### config.mk
export PLATFORM = sky130hd
export DESIGN_NAME = accel_avm_bridge
export DESIGN_NICKNAME = d
export VERILOG_FILES = /design/src/rtl/accel_bridge_pkg.sv /design/src/rtl/accel_bridge_fifo.sv /design/src/rtl/accel_avm_bridge.sv
export SDC_FILE = /design/constraint.sdc
export NUM_CORES = 1
export LEC_CHECK = 0
export ABC_AREA = 1
export BUFFER_PORTS_ARGS = -buffer_cell sky130_fd_sc_hd__buf_4
export CORE_MARGIN = 2
export CORE_UTILIZATION = 57
export CTS_CLUSTER_SIZE = 20
export DETAILED_ROUTE_END_ITERATION = 10
export GPL_ROUTABILITY_DRIVEN = 0
export PLACE_DENSITY_LB_ADDON = 0.05
export SYNTH_ARGS = -nofsm -noshare
export SYNTH_HDL_FRONTEND = slang
export SYNTH_HIERARCHICAL = 1
export SYNTH_SLANG_ARGS = --single-unit
export TNS_END_PERCENT = 10
### constraint.sdc
create_clock -name csi_clockreset_clk -period 19.49 [get_ports csi_clockreset_clk]
set_input_delay 1.949 -clock csi_clockreset_clk [delete_from_list [all_inputs] [get_ports csi_clockreset_clk]]
set_output_delay 1.949 -clock csi_clockreset_clk [all_outputs]
set_load 0.005 [all_outputs]
### src/rtl/accel_bridge_pkg.sv
// Shared types and helpers for the accelerator-to-Avalon bridge.
package accel_bridge_pkg;

  // Size codes: size = log2(bytes in the access)
  localparam logic [2:0] SZ_8   = 3'd0;
  localparam logic [2:0] SZ_16  = 3'd1;
  localparam logic [2:0] SZ_32  = 3'd2;
  localparam logic [2:0] SZ_64  = 3'd3;
  localparam logic [2:0] SZ_128 = 3'd4;

  typedef enum logic {
    KIND_READ  = 1'b0,
    KIND_WRITE = 1'b1
  } kind_e;

  // Packed request layout is {size, data, addr} with addr at bit 0
  function automatic int fld_data_lsb(input int addr_w);
    return addr_w;
  endfunction

  function automatic int fld_size_lsb(input int addr_w, input int data_w);
    return addr_w + data_w;
  endfunction

  // Largest size code a bus of be_w byte lanes can carry
  function automatic logic [2:0] max_size_code(input int be_w);
    case (be_w)
      1:       return SZ_8;
      2:       return SZ_16;
      4:       return SZ_32;
      8:       return SZ_64;
      default: return SZ_128;
    endcase
  endfunction

  function automatic logic [2:0] clamp_size(input logic [2:0] sz, input logic [2:0] max_sz);
    return (sz > max_sz) ? max_sz : sz;
  endfunction

endpackage

### src/rtl/accel_bridge_fifo.sv
// Show-ahead synchronous FIFO: o_dout always presents the oldest entry.
module accel_bridge_fifo #(
  parameter int WIDTH = 8,
  parameter int DEPTH = 4,
  localparam int AW   = $clog2(DEPTH)
) (
  input  logic             i_clk,
  input  logic             i_rst,
  input  logic             i_push,
  input  logic [WIDTH-1:0] i_din,
  input  logic             i_pop,
  output logic [WIDTH-1:0] o_dout,
  output logic             o_full,
  output logic             o_empty
);

  logic [WIDTH-1:0] r_mem [DEPTH];
  logic [AW-1:0]    r_wptr;
  logic [AW-1:0]    r_rptr;
  logic [AW:0]      r_cnt;
  logic             w_push;
  logic             w_pop;

  assign w_push = i_push & ~o_full;
  assign w_pop  = i_pop  & ~o_empty;

  // storage has no reset; entry validity is carried by the occupancy count
  always_ff @(posedge i_clk) begin
    if (w_push) r_mem[r_wptr] <= i_din;
  end

  // pointers and occupancy; reset flushes the queue
  always_ff @(posedge i_clk) begin
    if (i_rst) begin
      r_wptr <= '0;
      r_rptr <= '0;
      r_cnt  <= '0;
    end else begin
      if (w_push) r_wptr <= r_wptr + AW'(1);
      if (w_pop)  r_rptr <= r_rptr + AW'(1);
      case ({w_push, w_pop})
        2'b10:   r_cnt <= r_cnt + (AW+1)'(1);
        2'b01:   r_cnt <= r_cnt - (AW+1)'(1);
        default: r_cnt <= r_cnt;
      endcase
    end
  end

  assign o_dout  = r_mem[r_rptr];
  assign o_full  = (r_cnt == (AW+1)'(DEPTH));
  assign o_empty = (r_cnt == '0);

endmodule

### src/rtl/accel_avm_bridge.sv
// Buffered bridge from a LegUp packed memory port to an Avalon-MM master.
// Commands are queued, issued from the queue head, and read responses are
// realigned to the requested byte lane and returned in issue order.
module accel_avm_bridge
  import accel_bridge_pkg::*;
#(
  parameter int  ADDR_W      = 32,
  parameter int  DATA_W      = 64,
  parameter int  CMD_DEPTH   = 4,
  parameter int  MAX_PENDING = 4,
  localparam int BE_W        = DATA_W / 8,
  localparam int OFS_W       = $clog2(BE_W),
  localparam int REQ_W       = ADDR_W + DATA_W + 3,
  localparam int PCNT_W      = $clog2(MAX_PENDING) + 1
) (
  input  logic              csi_clockreset_clk,
  input  logic              csi_clockreset_reset,
  input  logic [REQ_W-1:0]  acc_writedata,
  input  logic              acc_write,
  input  logic              acc_read,
  output logic              acc_waitrequest,
  output logic [DATA_W-1:0] acc_readdata,
  output logic              acc_readdatavalid,
  output logic [ADDR_W-1:0] avm_ACCEL_address,
  output logic [DATA_W-1:0] avm_ACCEL_writedata,
  output logic [BE_W-1:0]   avm_ACCEL_byteenable,
  output logic              avm_ACCEL_write,
  output logic              avm_ACCEL_read,
  input  logic              avm_ACCEL_waitrequest,
  input  logic [DATA_W-1:0] avm_ACCEL_readdata,
  input  logic              avm_ACCEL_readdatavalid,
  output logic [PCNT_W-1:0] pending_cnt,
  output logic [2:0]        err_status
);

  localparam logic [2:0] MAX_SZ   = max_size_code(BE_W);
  localparam int         DATA_LSB = fld_data_lsb(ADDR_W);
  localparam int         SIZE_LSB = fld_size_lsb(ADDR_W, DATA_W);
  localparam int         CMD_W    = 1 + OFS_W + 3 + ADDR_W + DATA_W;
  localparam int         TAG_W    = OFS_W + 3;

  // low address bits that must be zero for an access of size sz
  function automatic logic [OFS_W-1:0] align_mask(input logic [2:0] sz);
    return OFS_W'((32'd1 << sz) - 32'd1);
  endfunction

  // byte lanes of a 2^sz-byte access at lane ofs; lanes past the bus are dropped
  function automatic logic [BE_W-1:0] be_of(input logic [2:0] sz, input logic [OFS_W-1:0] ofs);
    logic [2*BE_W-1:0] m;
    m = ((2*BE_W)'(1) << (32'd1 << sz)) - (2*BE_W)'(1);
    return BE_W'(m << ofs);
  endfunction

  // bit mask covering the low 2^sz bytes of the data bus
  function automatic logic [DATA_W-1:0] lane_mask(input logic [2:0] sz);
    logic [DATA_W:0] m;
    m = ((DATA_W+1)'(1) << ((32'd1 << sz) * 32'd8)) - (DATA_W+1)'(1);
    return DATA_W'(m);
  endfunction

  logic w_rst;
  assign w_rst = csi_clockreset_reset;

  // ---------------- request decode ----------------
  logic [ADDR_W-1:0] w_req_addr;
  logic [DATA_W-1:0] w_req_data;
  logic [2:0]        w_req_size;
  logic [OFS_W-1:0]  w_req_ofs;
  kind_e             w_req_kind;
  logic              w_req_accept;
  logic              w_req_misal;
  logic              w_cmd_full;
  logic              w_cmd_empty;
  logic              w_cmd_pop;
  logic [CMD_W-1:0]  w_cmd_dout;

  assign w_req_addr   = acc_writedata[ADDR_W-1:0];
  assign w_req_data   = acc_writedata[DATA_LSB +: DATA_W];
  assign w_req_size   = clamp_size(acc_writedata[SIZE_LSB +: 3], MAX_SZ);
  assign w_req_ofs    = w_req_addr[OFS_W-1:0];
  // read+write together is resolved as a write
  assign w_req_kind   = acc_write ? KIND_WRITE : KIND_READ;
  assign w_req_misal  = |(w_req_ofs & align_mask(w_req_size));

  assign acc_waitrequest = w_cmd_full | w_rst;
  assign w_req_accept    = (acc_read | acc_write) & ~acc_waitrequest;

  accel_bridge_fifo #(
    .WIDTH (CMD_W),
    .DEPTH (CMD_DEPTH)
  ) u_cmd_fifo (
    .i_clk   (csi_clockreset_clk),
    .i_rst   (w_rst),
    .i_push  (w_req_accept),
    .i_din   ({w_req_kind, w_req_ofs, w_req_size, w_req_addr, w_req_data}),
    .i_pop   (w_cmd_pop),
    .o_dout  (w_cmd_dout),
    .o_full  (w_cmd_full),
    .o_empty (w_cmd_empty)
  );

  // ---------------- issue stage (queue head drives the bus) ----------------
  kind_e             w_hd_kind;
  logic [OFS_W-1:0]  w_hd_ofs;
  logic [2:0]        w_hd_size;
  logic [ADDR_W-1:0] w_hd_addr;
  logic [DATA_W-1:0] w_hd_data;
  logic              w_out_en;
  logic              w_pend_full;
  logic              w_pres_rd;
  logic              w_pres_wr;
  logic              w_rd_issue;

  assign w_hd_kind = kind_e'(w_cmd_dout[CMD_W-1]);
  assign w_hd_ofs  = w_cmd_dout[ADDR_W+DATA_W+3 +: OFS_W];
  assign w_hd_size = w_cmd_dout[ADDR_W+DATA_W +: 3];
  assign w_hd_addr = w_cmd_dout[DATA_W +: ADDR_W];
  assign w_hd_data = w_cmd_dout[DATA_W-1:0];

  // bus fields are zero whenever nothing is queued or reset is held
  assign w_out_en    = ~w_cmd_empty & ~w_rst;
  assign w_pend_full = (pending_cnt == PCNT_W'(MAX_PENDING));
  // a read at the head waits while the response window is full
  assign w_pres_rd   = w_out_en & (w_hd_kind == KIND_READ) & ~w_pend_full;
  assign w_pres_wr   = w_out_en & (w_hd_kind == KIND_WRITE);
  assign w_cmd_pop   = (w_pres_rd | w_pres_wr) & ~avm_ACCEL_waitrequest;
  assign w_rd_issue  = w_pres_rd & ~avm_ACCEL_waitrequest;

  assign avm_ACCEL_read       = w_pres_rd;
  assign avm_ACCEL_write      = w_pres_wr;
  assign avm_ACCEL_address    = w_out_en ? (w_hd_addr & ~ADDR_W'(BE_W - 1)) : '0;
  assign avm_ACCEL_writedata  = w_out_en ? (w_hd_data << {w_hd_ofs, 3'b000}) : '0;
  assign avm_ACCEL_byteenable = w_out_en ? be_of(w_hd_size, w_hd_ofs) : '0;

  // ---------------- read tags and response path ----------------
  logic [TAG_W-1:0]  w_tag_dout;
  logic              w_tag_full;
  logic              w_tag_empty;
  logic              w_tag_pop;
  logic [OFS_W-1:0]  w_tag_ofs;
  logic [2:0]        w_tag_size;
  logic [DATA_W-1:0] w_rdata_aligned;

  accel_bridge_fifo #(
    .WIDTH (TAG_W),
    .DEPTH (MAX_PENDING)
  ) u_tag_fifo (
    .i_clk   (csi_clockreset_clk),
    .i_rst   (w_rst),
    .i_push  (w_rd_issue),
    .i_din   ({w_hd_ofs, w_hd_size}),
    .i_pop   (w_tag_pop),
    .o_dout  (w_tag_dout),
    .o_full  (w_tag_full),
    .o_empty (w_tag_empty)
  );

  assign w_tag_ofs       = w_tag_dout[3 +: OFS_W];
  assign w_tag_size      = w_tag_dout[2:0];
  // data with no matching tag belongs to an abandoned read and is dropped
  assign w_tag_pop       = avm_ACCEL_readdatavalid & ~w_tag_empty;
  assign w_rdata_aligned = (avm_ACCEL_readdata >> {w_tag_ofs, 3'b000}) & lane_mask(w_tag_size);

  logic [PCNT_W-1:0] r_pend_cnt;
  logic              r_rvalid;
  logic [DATA_W-1:0] r_rdata;
  logic [2:0]        r_err;

  // outstanding-read counter; simultaneous issue and return cancel out
  always_ff @(posedge csi_clockreset_clk) begin
    if (w_rst) begin
      r_pend_cnt <= '0;
    end else begin
      case ({w_rd_issue, w_tag_pop})
        2'b10:   r_pend_cnt <= r_pend_cnt + PCNT_W'(1);
        2'b01:   r_pend_cnt <= r_pend_cnt - PCNT_W'(1);
        default: r_pend_cnt <= r_pend_cnt;
      endcase
    end
  end

  // registered, realigned read response
  always_ff @(posedge csi_clockreset_clk) begin
    if (w_rst) begin
      r_rvalid <= 1'b0;
      r_rdata  <= '0;
    end else begin
      r_rvalid <= w_tag_pop;
      if (w_tag_pop) r_rdata <= w_rdata_aligned;
    end
  end

  // sticky error flags, cleared only by reset
  always_ff @(posedge csi_clockreset_clk) begin
    if (w_rst) begin
      r_err <= '0;
    end else begin
      r_err[0] <= r_err[0] | (w_req_accept & w_req_misal);
      r_err[1] <= r_err[1] | (w_req_accept & acc_read & acc_write);
      r_err[2] <= r_err[2] | (avm_ACCEL_readdatavalid & w_tag_empty);
    end
  end

  assign pending_cnt       = r_pend_cnt;
  assign acc_readdatavalid = r_rvalid;
  assign acc_readdata      = r_rdata;
  assign err_status        = r_err;

  // tag queue can never overflow: issue is gated by the pending count
  logic w_unused;
  assign w_unused = w_tag_full;

endmodule
==> reports/qor.log, run 1 <==
INFO  status         run_status=finished clean
INFO  cells_and_area flow.area_growth_from_synthesis=19.20%
INFO  detailed_routing first_pass_iters=6
INFO  global_routing antenna_violations_before_repair=4
INFO  worst_setup_path worst_path_most_repeated_cell=sky130_fd_sc_hd__nand2_1
INFO  cells_and_area final_net_count=2771
INFO  detailed_routing drt-initial-drc-count=1935
INFO  clock_tree     worst_skew_pair.late_latency=0.60ns
INFO  worst_setup_path path_max_fanout=103
INFO  sta            tightest_slew=1.140ns
INFO  clock_tree     clk_pin_slew_worst_paths=0.06ns
INFO  floorplan      placementRows=73
INFO  worst_setup_path crit_path_start_kind=flop
INFO  sta            period_share=0.3733
INFO  clock_tree     cts_resized=0
INFO  synthesis      synthesis.yosys.warnings=6
INFO  worst_setup_path critical_path.max_stage_delay=0.89ns
INFO  global_routing grt_usage=0.3030
INFO  sta            fin_worst_skew=0.01637ns
INFO  clock_tree     clock-root-buffer=sky130_fd_sc_hd__clkbuf_16
INFO  floorplan      floorplan.die_area=42200um^2
INFO  sta            worst_slew_margin_rel=0.2400
INFO  power          cellLeakagePower=10.72nW
INFO  power          total_power=2.604mW
INFO  worst_setup_path cp_data_arrival_time=5.33ns
INFO  floorplan      die_w=205.4um
INFO  sta            worst_hold_slack=0.4499ns
INFO  power          power_density_over_the_cells=94.47nW/um^2
INFO  clock_tree     clock_tree_from_tritoncts=yes
INFO  floorplan      design.core.area=39910um^2
INFO  worst_setup_path worst-setup-path-type=flop to output port
INFO  worst_setup_path worstSetupEndpointType=output port
INFO  global_routing grt_use_met1=0.4183
INFO  sta            final-setup-viol-count=0
INFO  global_routing global_route_wire_length_before_repair=97.61mm
INFO  global_routing global_route.overflow_total=0
INFO  hold_path      hold_path_class=flop to flop
INFO  worst_setup_path path_cells=inv_6, buf_4, o21ai_0, o22ai_4, buf_4, inv_2, nand2_1, inv_1, a21oi_1, nand2_1, nand2_1, nand2_1, inv_1, buf_4
INFO  clock_tree     numCtsBuffers=52
INFO  flow_run       cap_viol_max_count=0
INFO  cells_and_area fillCellCount=2998
INFO  sta            slew_violations=0
INFO  cells_and_area postLayoutCellArea=27560um^2
INFO  place          place.port_buffers=343
INFO  floorplan      die_extent_in_y=205.4um
INFO  synthesis      synth_area_per_cell=9.989um^2
INFO  cells_and_area drive_above_1_share=0.1866
INFO  detailed_routing via_per_inst=5.841
INFO  clock_tree     clock-sinks=513
INFO  worst_setup_path critical_path.slowest_cell=sky130_fd_sc_hd__buf_4
INFO  worst_setup_path timing.critical_path.max_delay_family=buffers and inverters
INFO  sta            timing_hold_violations_final=0
INFO  clock_tree     ctsLongestPathBuffers=3
INFO  cells_and_area instances_no_fill=3153
INFO  global_routing global_route.usage.met3=0.05448
INFO  detailed_routing antenna_left=0
INFO  global_routing grt.met2_usage=0.4840
INFO  power          max-vdd-ir-drop=0.08058mV
INFO  clock_tree     htree_num_levels=2
INFO  sta            fin_tns_setup=0ns
INFO  place          hpwl=42.65mm
INFO  place          place_inst=3056
INFO  worst_setup_path path_buf_inv=7
INFO  floorplan      start_util=0.5794
INFO  global_routing number_of_global_route_vias_before_repair=17242
INFO  detailed_routing detailroute.via_count=18418
INFO  clock_tree     cts.hold.buffers_added=0
INFO  synthesis      syn_area=23120um^2
INFO  place          dpl-instance-area=25830um^2
INFO  global_routing grt.busiest_layer=met2
INFO  detailed_routing wirelength=64.74mm
INFO  sta            grt_setup_unrepaired=false
INFO  detailed_routing route.detailed.drc=0
INFO  clock_tree     post_cts.repair.setup_buffers=0
INFO  global_routing grt_start_max_net_pins=104
INFO  synthesis      syn_inst=2315
INFO  detailed_routing drt-wirelength-per-cell=20.53um
INFO  sta            achievable-frequency=137.4MHz
INFO  sta            min_period=7.276ns
INFO  worst_setup_path worst_ep_required_time=17.54ns
INFO  floorplan      io_pins=347
-- worst register-to-register path: cells and delay by family, from the launching register on --
kind	cells	cell delay (ns)
buf+inv	4	0.76
compound gates	4	0.66
flops	1	0.89
fa+ha+maj	2	0.41
simple gates	5	0.83
-- final timing paths --
path,cells after the start,startpoint,endpoint,slack (ns)
max,14,flop,avm_ACCEL_byteenable[7],12.21
min,2,err_status[0],err_status[0],0.45
max reg2reg,15,flop,pending_cnt[2],15.82
min reg2reg,2,err_status[0],err_status[0],0.45
-- routing by layer --
| metal | routed length (um) | up-vias |
|---|---|---|
| li1 | - | 8602 |
| met1 | 26200 | 8737 |
| met2 | 30410 | 940 |
| met3 | 6019 | 137 |
| met4 | 2106 | 2 |
| met5 | 13 | - |
-- cells in the final DEF (no fill, tap or decap), drive strengths merged, types with 18 or more instances in the layout --
cell	count
nand2	388
o21ai	309
o22ai	122
a21oi	92
o211ai	22
clkinv	18
edfxtp	424
nand3	109
buf	365
inv	144
or2	18
dfxtp	89
clkbuf	65
nor2	352
-- flip-flops by register name (all words and copies together), names as in the netlist, named ones only --
register and flops:
acc_readdata 64, acc_readdatavalid 1, err_status 3, pending_cnt 3
u_cmd_fifo/r_cnt 3, u_cmd_fifo/r_mem 400, u_cmd_fifo/r_rptr 2, u_cmd_fifo/r_wptr 2
u_tag_fifo/r_cnt 3, u_tag_fifo/r_mem 24, u_tag_fifo/r_rptr 2, u_tag_fifo/r_wptr 2
-- report_power, final --
part / leakage [nW] / switching (mW) / internal, mW
Sequential: 4.58 / 0.0149 / 1.23
Clock: 0.834 / 0.404 / 0.604
Combinational: 5.30 / 0.231 / 0.120
-- per-stage QoR --
step | worst slack [ns] | utilization
final | 12.21 | 0.6906
after floorplan | 11.95 | -
after detailed placement | 12.93 | 0.6471
after global placement | 12.93 | 0.6471
after global routing | 11.75 | 0.6904
after CTS | 12.23 | 0.6904
-- cell type report --
class,instances,area [um^2],area share
Timing Repair Buffer,365,2740,0.09941
Antenna cell,2,5.005,0.0001816
Inverter,144,545.5,0.01979
Multi-Input combinational cell,1509,7366,0.2672
Sequential cell,513,14520,0.5267
Clock buffer,65,1371,0.04975
Tap cell,525,656.9,0.02383
Clock inverter,30,360.3,0.01307
(Power assumes the default switching activity.)
==> inputs of run 2 (changes only) <==
--- a/config.mk
+++ b/config.mk
@@ -8,7 +8,7 @@
 export ABC_AREA = 1
 export BUFFER_PORTS_ARGS = -buffer_cell sky130_fd_sc_hd__buf_4
 export CORE_MARGIN = 2
-export CORE_UTILIZATION = 57
+export CORE_UTILIZATION = 52
 export CTS_CLUSTER_SIZE = 20
 export DETAILED_ROUTE_END_ITERATION = 10
 export GPL_ROUTABILITY_DRIVEN = 0
==> constraint.sdc (replaced) <==
create_clock -name csi_clockreset_clk -period 5.8 [get_ports csi_clockreset_clk]
set_input_delay 0.58 -clock csi_clockreset_clk [delete_from_list [all_inputs] [get_ports csi_clockreset_clk]]
set_output_delay 0.58 -clock csi_clockreset_clk [all_outputs]
set_load 0.005 [all_outputs]
==> reports/qor.log, run 2 (synthesis results as in run 1) <==
INFO  status         run_status=finished clean
INFO  worst_setup_path path_max_fanout=137
INFO  floorplan      placementRows=77
INFO  worst_setup_path timing.reg2reg.worst_path_depth=18
INFO  cells_and_area most_common_cell_after_layout_fill_and_taps_aside=sky130_fd_sc_hd__edfxtp_1
INFO  worst_setup_path regToRegSetupSlack=2.22ns
INFO  global_routing global_route_wire_length_before_repair=99.67mm
INFO  sta            min_period=5.108ns
INFO  hold_path      hold_path_depth=1
INFO  clock_tree     clock_tree_from_tritoncts=yes
INFO  floorplan      floorplan.die_area=46170um^2
INFO  sta            fin_tns_setup=0ns
INFO  cells_and_area number_of_flip_flops_under_the_largest_register_name=400
INFO  floorplan      start_util=0.5252
INFO  sta            fin_worst_skew=0.01760ns
INFO  clock_tree     htree_num_levels=2
INFO  clock_tree     clock-sinks=513
INFO  sta            timing_hold_violations_final=0
INFO  sta            achievable-frequency=195.8MHz
INFO  detailed_routing via_per_inst=5.666
INFO  place          hpwl=43.53mm
INFO  worst_setup_path crit_path_start_kind=flop
INFO  detailed_routing antenna_left=0
INFO  clock_tree     cts.hold.buffers_added=0
INFO  floorplan      design.core.area=44030um^2
INFO  clock_tree     numCtsBuffers=53
INFO  sta            period_share=0.8808
INFO  cells_and_area final_net_count=2775
INFO  sta            slew_violations=0
INFO  hold_path      hold_path_class=input port to flop
INFO  sta            worst_slew_margin_rel=0.2798
INFO  detailed_routing drt-wirelength-per-cell=20.49um
INFO  sta            grt_setup_unrepaired=false
INFO  clock_tree     cts_resized=0
INFO  clock_tree     worst_skew_pair.late_latency=0.60ns
INFO  worst_setup_path worst_ep_required_time=5.22ns
INFO  power          power_density_over_the_cells=319.0nW/um^2
INFO  clock_tree     clock-root-buffer=sky130_fd_sc_hd__clkbuf_16
INFO  detailed_routing first_pass_iters=6
INFO  clock_tree     clk_pin_slew_worst_paths=0.06ns
INFO  global_routing number_of_global_route_vias_before_repair=16898
INFO  global_routing global_route.overflow_total=0
INFO  sta            final-setup-viol-count=0
INFO  clock_tree     ctsLongestPathBuffers=3
INFO  cells_and_area area.sequential=14520um^2
INFO  power          max-vdd-ir-drop=0.2448mV
INFO  place          place.port_buffers=343
INFO  worst_setup_path worstSetupEndpointType=output port
INFO  global_routing grt_usage=0.2798
INFO  cells_and_area multi_input_area=7366um^2
INFO  global_routing grt_start_max_net_pins=145
INFO  global_routing antenna_violations_before_repair=5
INFO  cells_and_area regMostFlops=u_cmd_fifo/r_mem
INFO  detailed_routing route.detailed.drc=0
INFO  place          dpl-instance-area=26000um^2
INFO  sta            tightest_slew=1.078ns
INFO  cells_and_area drive_above_1_share=0.1899
INFO  floorplan      die_w=214.9um
INFO  cells_and_area mostFrequentLayoutCells=424 x sky130_fd_sc_hd__edfxtp_1, 384 x sky130_fd_sc_hd__nand2_1, 363 x sky130_fd_sc_hd__buf_4
INFO  cells_and_area final_core_util=0.6312
INFO  sta            worst_hold_slack=0.1752ns
INFO  power          cellLeakagePower=10.78nW
INFO  detailed_routing drt-initial-drc-count=1935
INFO  worst_setup_path worst-setup-path-type=flop to output port
INFO  floorplan      io_pins=347
INFO  cells_and_area fillCellCount=3567
INFO  detailed_routing detailroute.via_count=18291
INFO  clock_tree     post_cts.repair.setup_buffers=0
INFO  flow_run       cap_viol_max_count=0
INFO  cells_and_area flow.area_growth_from_synthesis=20.18%
INFO  detailed_routing wirelength=66.14mm
INFO  cells_and_area postLayoutCellArea=27790um^2
INFO  worst_setup_path cp_data_arrival_time=4.53ns
INFO  floorplan      die_extent_in_y=214.9um
-- run 2: layout make-up --
cell class,count,area share
Multi-Input combinational cell,1509,0.2650
Clock inverter,31,0.01234
Inverter,144,0.01963
Antenna cell,3,0.0002701
Sequential cell,513,0.5224
Tap cell,592,0.02665
Timing Repair Buffer,368,0.1017
Clock buffer,68,0.05200
-- run 2: path summary, 6_finish.rpt --
path                startpoint                      end
max                       flop   avm_ACCEL_writedata[3]
min          acc_writedata[12]  u_cmd_fifo/r_mem[3][76]
max reg2reg               flop      u_cmd_fifo/r_cnt[2]
min reg2reg      err_status[0]            err_status[0]
-- run 2: where the power goes --
| part | internal (mW) | switching [mW] |
|---|---|---|
| Combinational | 0.411 | 0.787 |
| Clock | 2.07 | 1.42 |
| Sequential | 4.13 | 0.0463 |
| Total | 6.61 | 2.25 |
-- run 2: layer usage --
metal | global-route usage | vias to the layer above | routed length [um]
li1 | - | 8611 | -
met1 | 0.3878 | 8734 | 27570
met2 | 0.4341 | 788 | 30530
met3 | 0.05888 | 154 | 5571
met4 | 0.1097 | 4 | 2438
met5 | 0 | - | 27
-- run 2: critical path, stage by stage (launching register included) --
cell	delay, ns
sky130_fd_sc_hd__dfxtp_4	0.75
sky130_fd_sc_hd__inv_6	0.47
sky130_fd_sc_hd__o21ai_0	0.46
sky130_fd_sc_hd__o22ai_4	0.12
sky130_fd_sc_hd__buf_4	0.29
sky130_fd_sc_hd__nor2_1	0.20
sky130_fd_sc_hd__clkinv_1	0.68
sky130_fd_sc_hd__nor2_1	0.39
sky130_fd_sc_hd__inv_2	0.15
sky130_fd_sc_hd__nor2_1	0.16
sky130_fd_sc_hd__buf_4	0.16
-- run 2: metrics by stage --
stage / setup WS (ns) / instances / total power, mW
2_1_floorplan: -0.3694 / 2322 / 4.933
3_3_place_gp: 1.407 / 3126 / 5.424
3_5_place_dp: 1.332 / 3126 / 5.436
4_1_cts: 0.6619 / 3225 / 8.913
5_1_grt: 0.3367 / 3227 / 9.181
6_report: 0.6916 / 3228 / 8.865
